File: src/rtl/ram_sched_pkg.sv
// Shared types and constants for the four-port RAM scheduler.
package ram_sched_pkg;
    localparam int NUM_PORTS  = 4;
    localparam int ADDR_W_DEF = 9;
    localparam int DATA_W_DEF = 8;

    typedef enum logic [2:0] {
        IDLE,
        WR,
        RD_ISSUE,
        RD_CAPTURE,
        DONE
    } state_e;

    function automatic logic [NUM_PORTS-1:0] port_onehot(input logic [1:0] idx);
        return NUM_PORTS'(1) << idx;
    endfunction
endpackage

File: src/rtl/ram_scheduler_if.sv
// Requester bus plus single-port RAM strobes for the scheduler.
interface ram_scheduler_if #(
    parameter int ADDR_W = ram_sched_pkg::ADDR_W_DEF,
    parameter int DATA_W = ram_sched_pkg::DATA_W_DEF
);
    localparam int NP = ram_sched_pkg::NUM_PORTS;

    logic [NP-1:0]             req;
    logic [NP-1:0]             we;
    logic [NP-1:0][ADDR_W-1:0] addr;
    logic [NP-1:0][DATA_W-1:0] wdata;
    logic [NP-1:0]             done;
    logic [DATA_W-1:0]         rdata;
    logic                      busy;
    logic                      ram_en;
    logic                      ram_we;
    logic [ADDR_W-1:0]         ram_addr;
    logic [DATA_W-1:0]         ram_wdata;
    logic [DATA_W-1:0]         ram_rdata;

    modport slave (
        input  req, we, addr, wdata, ram_rdata,
        output done, rdata, busy, ram_en, ram_we, ram_addr, ram_wdata
    );

    modport master (
        output req, we, addr, wdata, ram_rdata,
        input  done, rdata, busy, ram_en, ram_we, ram_addr, ram_wdata
    );
endinterface

File: src/rtl/ram_scheduler_rr_picker.sv
// Combinational round-robin picker: first asserted request above 'last', wrapping.
module rr_picker
    import ram_sched_pkg::*;
(
    input  logic [NUM_PORTS-1:0] req,
    input  logic [1:0]           last,
    output logic                 valid,
    output logic [1:0]           idx
);
    // Scan from the farthest candidate back toward last+1 so the nearest one wins.
    always_comb begin
        valid = |req;
        idx   = '0;
        for (int k = NUM_PORTS - 1; k >= 0; k--) begin
            if (req[last + 2'(k + 1)]) idx = last + 2'(k + 1);
        end
    end
endmodule

File: src/rtl/ram_scheduler.sv
// Four-port round-robin scheduler in front of a single-port, one-cycle-read RAM.
module ram_scheduler
    import ram_sched_pkg::*;
#(
    parameter int ADDR_W = ADDR_W_DEF,
    parameter int DATA_W = DATA_W_DEF
) (
    input  logic          clk,
    input  logic          reset,
    ram_scheduler_if.slave bus
);
    state_e            state, state_nxt;
    logic [1:0]        last;
    logic [ADDR_W-1:0] lat_addr;
    logic [DATA_W-1:0] lat_wdata;
    logic [DATA_W-1:0] rdata_q;
    logic              pick_vld;
    logic [1:0]        pick_idx;

    rr_picker u_pick (
        .req   (bus.req),
        .last  (last),
        .valid (pick_vld),
        .idx   (pick_idx)
    );

    always_comb begin
        state_nxt = state;
        case (state)
            IDLE:       if (pick_vld) state_nxt = bus.we[pick_idx] ? WR : RD_ISSUE;
            WR:         state_nxt = DONE;
            RD_ISSUE:   state_nxt = RD_CAPTURE;
            RD_CAPTURE: state_nxt = DONE;
            DONE:       state_nxt = IDLE;
            default:    state_nxt = IDLE;
        endcase
    end

    // 'last' doubles as the in-flight winner index until the next grant.
    always_ff @(posedge clk) begin
        if (!reset) begin
            state     <= IDLE;
            last      <= 2'd3;
            lat_addr  <= '0;
            lat_wdata <= '0;
            rdata_q   <= '0;
        end else begin
            state <= state_nxt;
            if (state == IDLE && pick_vld) begin
                last      <= pick_idx;
                lat_addr  <= bus.addr[pick_idx];
                lat_wdata <= bus.wdata[pick_idx];
            end
            if (state == RD_CAPTURE) rdata_q <= bus.ram_rdata;
        end
    end

    assign bus.ram_en    = (state == WR) || (state == RD_ISSUE);
    assign bus.ram_we    = (state == WR);
    assign bus.ram_addr  = lat_addr;
    assign bus.ram_wdata = lat_wdata;
    assign bus.done      = (state == DONE) ? port_onehot(last) : '0;
    assign bus.busy      = (state != IDLE);
    assign bus.rdata     = rdata_q;
endmodule

File: src/flat_wrapper.sv
// flat-port wrapper written by rule: the top's interface ports become plain ports
module ram_scheduler_flat import ram_sched_pkg::*;
#(
    parameter int ADDR_W = ADDR_W_DEF,
    parameter int DATA_W = DATA_W_DEF
)
  (clk, reset, bus_req, bus_we, bus_addr, bus_wdata, bus_ram_rdata, bus_done, bus_rdata, bus_busy, bus_ram_en, bus_ram_we, bus_ram_addr, bus_ram_wdata);
  ram_scheduler_if #(.ADDR_W(ADDR_W), .DATA_W(DATA_W)) bus_i ();
  input  logic clk;
  input  logic reset;
  input wire logic [$bits(bus_i.req)-1:0] bus_req;
  input wire logic [$bits(bus_i.we)-1:0] bus_we;
  input wire logic [$bits(bus_i.addr)-1:0] bus_addr;
  input wire logic [$bits(bus_i.wdata)-1:0] bus_wdata;
  input wire logic [$bits(bus_i.ram_rdata)-1:0] bus_ram_rdata;
  output wire logic [$bits(bus_i.done)-1:0] bus_done;
  output wire logic [$bits(bus_i.rdata)-1:0] bus_rdata;
  output wire logic [$bits(bus_i.busy)-1:0] bus_busy;
  output wire logic [$bits(bus_i.ram_en)-1:0] bus_ram_en;
  output wire logic [$bits(bus_i.ram_we)-1:0] bus_ram_we;
  output wire logic [$bits(bus_i.ram_addr)-1:0] bus_ram_addr;
  output wire logic [$bits(bus_i.ram_wdata)-1:0] bus_ram_wdata;
  assign bus_i.req = bus_req;
  assign bus_i.we = bus_we;
  assign bus_i.addr = bus_addr;
  assign bus_i.wdata = bus_wdata;
  assign bus_i.ram_rdata = bus_ram_rdata;
  assign bus_done = bus_i.done;
  assign bus_rdata = bus_i.rdata;
  assign bus_busy = bus_i.busy;
  assign bus_ram_en = bus_i.ram_en;
  assign bus_ram_we = bus_i.ram_we;
  assign bus_ram_addr = bus_i.ram_addr;
  assign bus_ram_wdata = bus_i.ram_wdata;
  ram_scheduler #(.ADDR_W(ADDR_W), .DATA_W(DATA_W)) u_core (.clk(clk), .reset(reset), .bus(bus_i));
endmodule
File: config.mk
export PLATFORM = sky130hd
export DESIGN_NAME = ram_scheduler_flat
export DESIGN_NICKNAME = d
export VERILOG_FILES = /design/src/rtl/ram_sched_pkg.sv /design/src/rtl/ram_scheduler_if.sv /design/src/rtl/ram_scheduler_rr_picker.sv /design/src/rtl/ram_scheduler.sv /design/src/flat_wrapper.sv
export SDC_FILE = /design/constraint.sdc
export NUM_CORES = 1
export LEC_CHECK = 0
export CORE_ASPECT_RATIO = 1.2
export CORE_MARGIN = 1
export CORE_UTILIZATION = 38
export CTS_BUF_LIST = sky130_fd_sc_hd__clkbuf_16
export CTS_CLUSTER_DIAMETER = 60
export DETAILED_ROUTE_END_ITERATION = 7
export MAX_ROUTING_LAYER = met4
export PLACE_DENSITY = 0.82
export SETUP_SLACK_MARGIN = 0.3
export SYNTH_ARGS = -nofsm -noshare
export SYNTH_HDL_FRONTEND = slang
export SYNTH_SLANG_ARGS = --single-unit
File: constraint.sdc
create_clock -name clk -period 3.4 [get_ports clk]
set_input_delay 1.02 -clock clk [delete_from_list [all_inputs] [get_ports clk]]
set_output_delay 1.02 -clock clk [all_outputs]
set_load 0.01 [all_outputs]
==> flow_metrics.env <==
export IMPL_status="finished, final reports clean"
export IMPL_antenna_found_initial=0
export IMPL_area_growth_synth_to_final_pct=64.47
export IMPL_peakVddDrop_mv=0.3417
export IMPL_tightest_slew_ps=524.3
export IMPL_slew_viol_final=0
export IMPL_setup_violations=0
export IMPL_fp_coreArea_um2=5010
export IMPL_slowest_stage="clkdlybuf4s50_1"
export IMPL_met3WireLength_um=212
export IMPL_chipWidth_um=68.18
export IMPL_top_layer="met4"
export IMPL_p_total_uw=2257
export IMPL_core_rowCount=28
export IMPL_fin_crit_sh=0.8802
export IMPL_ctsLongestPathBuffers=2
export IMPL_synth_cell_types=38
export IMPL_syn_area_per_cell_um2=10.35
export IMPL_clock_latency_ps=260
export IMPL_dp_hpwl_um=3973
export IMPL_slowest_delay_ps=640
export IMPL_syn_inst=193
export IMPL_grt_pass1_vias=1757
export IMPL_hold_depth=2
export IMPL_clock_sinks=30
export IMPL_r2r_end="u_core.state[1]"
export IMPL_synth_nets=283
export IMPL_grt_ovfl_total=0
export IMPL_timing_fmax_mhz=334.2
export IMPL_ios=118
export IMPL_period_needed_ps=2993
export IMPL_cts_root_buffer="clkbuf_16"
export IMPL_powerDensity_nw_per_um2=687.1
export IMPL_synthesis_area_um2=1997
export IMPL_critPathCapture="u_core.state[1]"
export IMPL_hold_viol_final=0
export IMPL_wl_met2_um=2741
export IMPL_vias=1852
export IMPL_finalNetCount=395
export IMPL_drtIter0Drc=30
export IMPL_final_cell_area_um2=3284
export IMPL_crit_arrival_ps=3170
export IMPL_hp_class="flip-flop to flip-flop"
export IMPL_leakage_uw=0.001420
export IMPL_crit_path_frequent_cell="mux2i_1"
export IMPL_cts_buffers=5
export IMPL_required_ps=3580
export IMPL_h_tree_depth=2
export IMPL_slew_headroom=0.6494
export IMPL_skew_ps=3.652
export IMPL_wl_um=5097
export IMPL_post_cts_resized=0
export IMPL_fp_dieH_um=81.41
export IMPL_drive_gt1_frac=0.1250
export IMPL_grt_max_degree=40
export IMPL_met1_length_um=2099
export IMPL_crit_chain="clkdlybuf4s50_1, mux2i_1, mux2i_1, nand3_1, o211ai_1, buf_12, mux2_2, o221ai_1"
export IMPL_path_clk_slew_ps=50
export IMPL_grt_pass1_wl_um=7983
export IMPL_ff2ff_setup_slack_ps=910
export IMPL_postCtsSetupRepairBufs=0
export IMPL_viasPerCell=5.088
export IMPL_grt_use_total=0.1938
export IMPL_cts_hold_buffers_added=0
export IMPL_final_antenna_net_count=0
export IMPL_end_kind="flip-flop"
export IMPL_drv_cap=0
export IMPL_initial_core_util=0.3986
export IMPL_start_kind="primary input"
export IMPL_rsz0062_at_grt="false"
export IMPL_rr_worst_depth=8
export IMPL_crit_fanout=39
export IMPL_setup_tns_ps=0
export IMPL_ys_seq_elements=30
export IMPL_r2r_start="u_core.last[1]"
export IMPL_port_buffers=117
export IMPL_dieArea_um2=5550
export IMPL_route_detailed_drc=0
export IMPL_crit_start="bus_req[2]"
export IMPL_placed_area_um2=3156
export IMPL_yosysSeqAreaShare=0.3008
export IMPL_cts_tree="yes"
export IMPL_drt_pass1_iter_count=4
export IMPL_gp_congestion=0.7343
export IMPL_wire_per_inst_um=14.00
export IMPL_critPathKind="primary input to flip-flop"
export IMPL_yosys_warnings=0
export IMPL_antenna_diode_count=0
[power breakdown]
group	internal, µW	total [µW]	leakage [µW]	switching [µW]
clock	259	390	0.0000632	131
sequential	449	517	0.000246	68.0
combinational	720	1350	0.00111	630
total	1430	2260	0.00142	829
[flip-flops by register name, summed over array words and instances (netlist names)]
register              cells
u_core.bus.ram_wdata      8
u_core.last               2
u_core.bus.rdata          8
u_core.bus.ram_addr       9
u_core.state              3
[layout make-up]
type / instances / area, µm²
repair buffers: 121 / 1239
well taps: 60 / 75.07
clock inverters: 1 / 3.754
multi-input cells: 144 / 1230
inverters: 3 / 11.26
fillers: 428 / 1725
flip-flops and latches: 30 / 600.6
clock buffers: 5 / 125.1
[per-layer routing]
layer / track usage / vias up
met1: 0.2278 / 860
li1: - / 933
met4: 0.05625 / 0
met5: - / -
met3: 0.03194 / 2
met2: 0.3333 / 57
[metrics by stage]
step                      setup slack, ps  utilization  cells  hold slack, ps
after detailed placement            155.8       0.6299    358           452.6
final                               407.5       0.6556    364           461.5
after floorplan                     917.4            -    193           496.3
after global routing                308.2       0.6556    364           493.0
after global placement              284.5       0.6299    358           443.3
after CTS                           403.4       0.6556    364           463.2
[cells in the final DEF, fill, tap and decap left out, drive strengths merged]
cell type	instances
a21boi	1
a21oi	3
a22oi	1
and2	5
buf	4
clkbuf	5
clkdlybuf4s50	117
clkinv	1
dfxtp	30
ha	4
inv	3
mux2	5
mux2i	49
nand2	21
nand2b	2
nand3	2
nand3b	1
nor2	13
nor2b	2
nor3b	3
nor4	2
o211ai	3
o21ai	2
o21bai	1
o221ai	19
o22ai	1
o2bb2ai	1
or2	1
or3	1
xnor2	1
[critical path, delay by kind of cell]
kind / cells / cell delay, ps
buffers and inverters: 2 / 940
muxes: 3 / 720
AOI/OAI and AO/OA: 2 / 380
and+or+nand+nor: 1 / 110
[how the worst min path moves through the flow]
stage / startpoint / endpoint / slack, ps
after floorplan: u_core.bus.ram_addr[6] / u_core.bus.ram_addr[6] / 500
final: u_core.bus.ram_wdata[6] / u_core.bus.ram_wdata[6] / 460
after detailed placement: u_core.bus.ram_wdata[4] / u_core.bus.ram_wdata[4] / 450
after global placement: u_core.bus.ram_addr[8] / u_core.bus.ram_addr[8] / 440
after global routing: u_core.bus.ram_addr[2] / u_core.bus.ram_addr[2] / 490
after CTS: u_core.bus.ram_wdata[6] / u_core.bus.ram_wdata[6] / 460
[synthesized netlist by cell type (all sizes together)]
master,count,share of area
mux2i,49,0.25
dfxtp,30,0.30
nand2,21,0.053
o221ai,19,0.12
buf,14,0.074
nor2,13,0.033
and2,5,0.017
mux2,5,0.028
ha,4,0.025
a21oi,3,0.0094
inv,3,0.0056
nor3b,3,0.011
o211ai,3,0.011
clkbuf,2,0.0038
nand2b,2,0.0063
nand3,2,0.0050
nor2b,2,0.0063
nor4,2,0.0063
o21ai,2,0.0050
a21boi,1,0.0038
a22oi,1,0.0038
nand3b,1,0.0038
o21bai,1,0.0038
o22ai,1,0.0031
o2bb2ai,1,0.0044
or2,1,0.0031
or3,1,0.0056
xnor2,1,0.0044
[cell families (layout without fill, tap and decap cells)]
logic type,count (synthesis),in the layout,share of synthesized area
xor+xnor,1,1,0.004387
buf+inv,19,130,0.08333
fa+ha+maj,4,4,0.02506
mux,54,54,0.2738
compound gates,32,32,0.1623
simple gates,53,53,0.1504
flops,30,30,0.3008
Power figures use the tool's default switching activity.
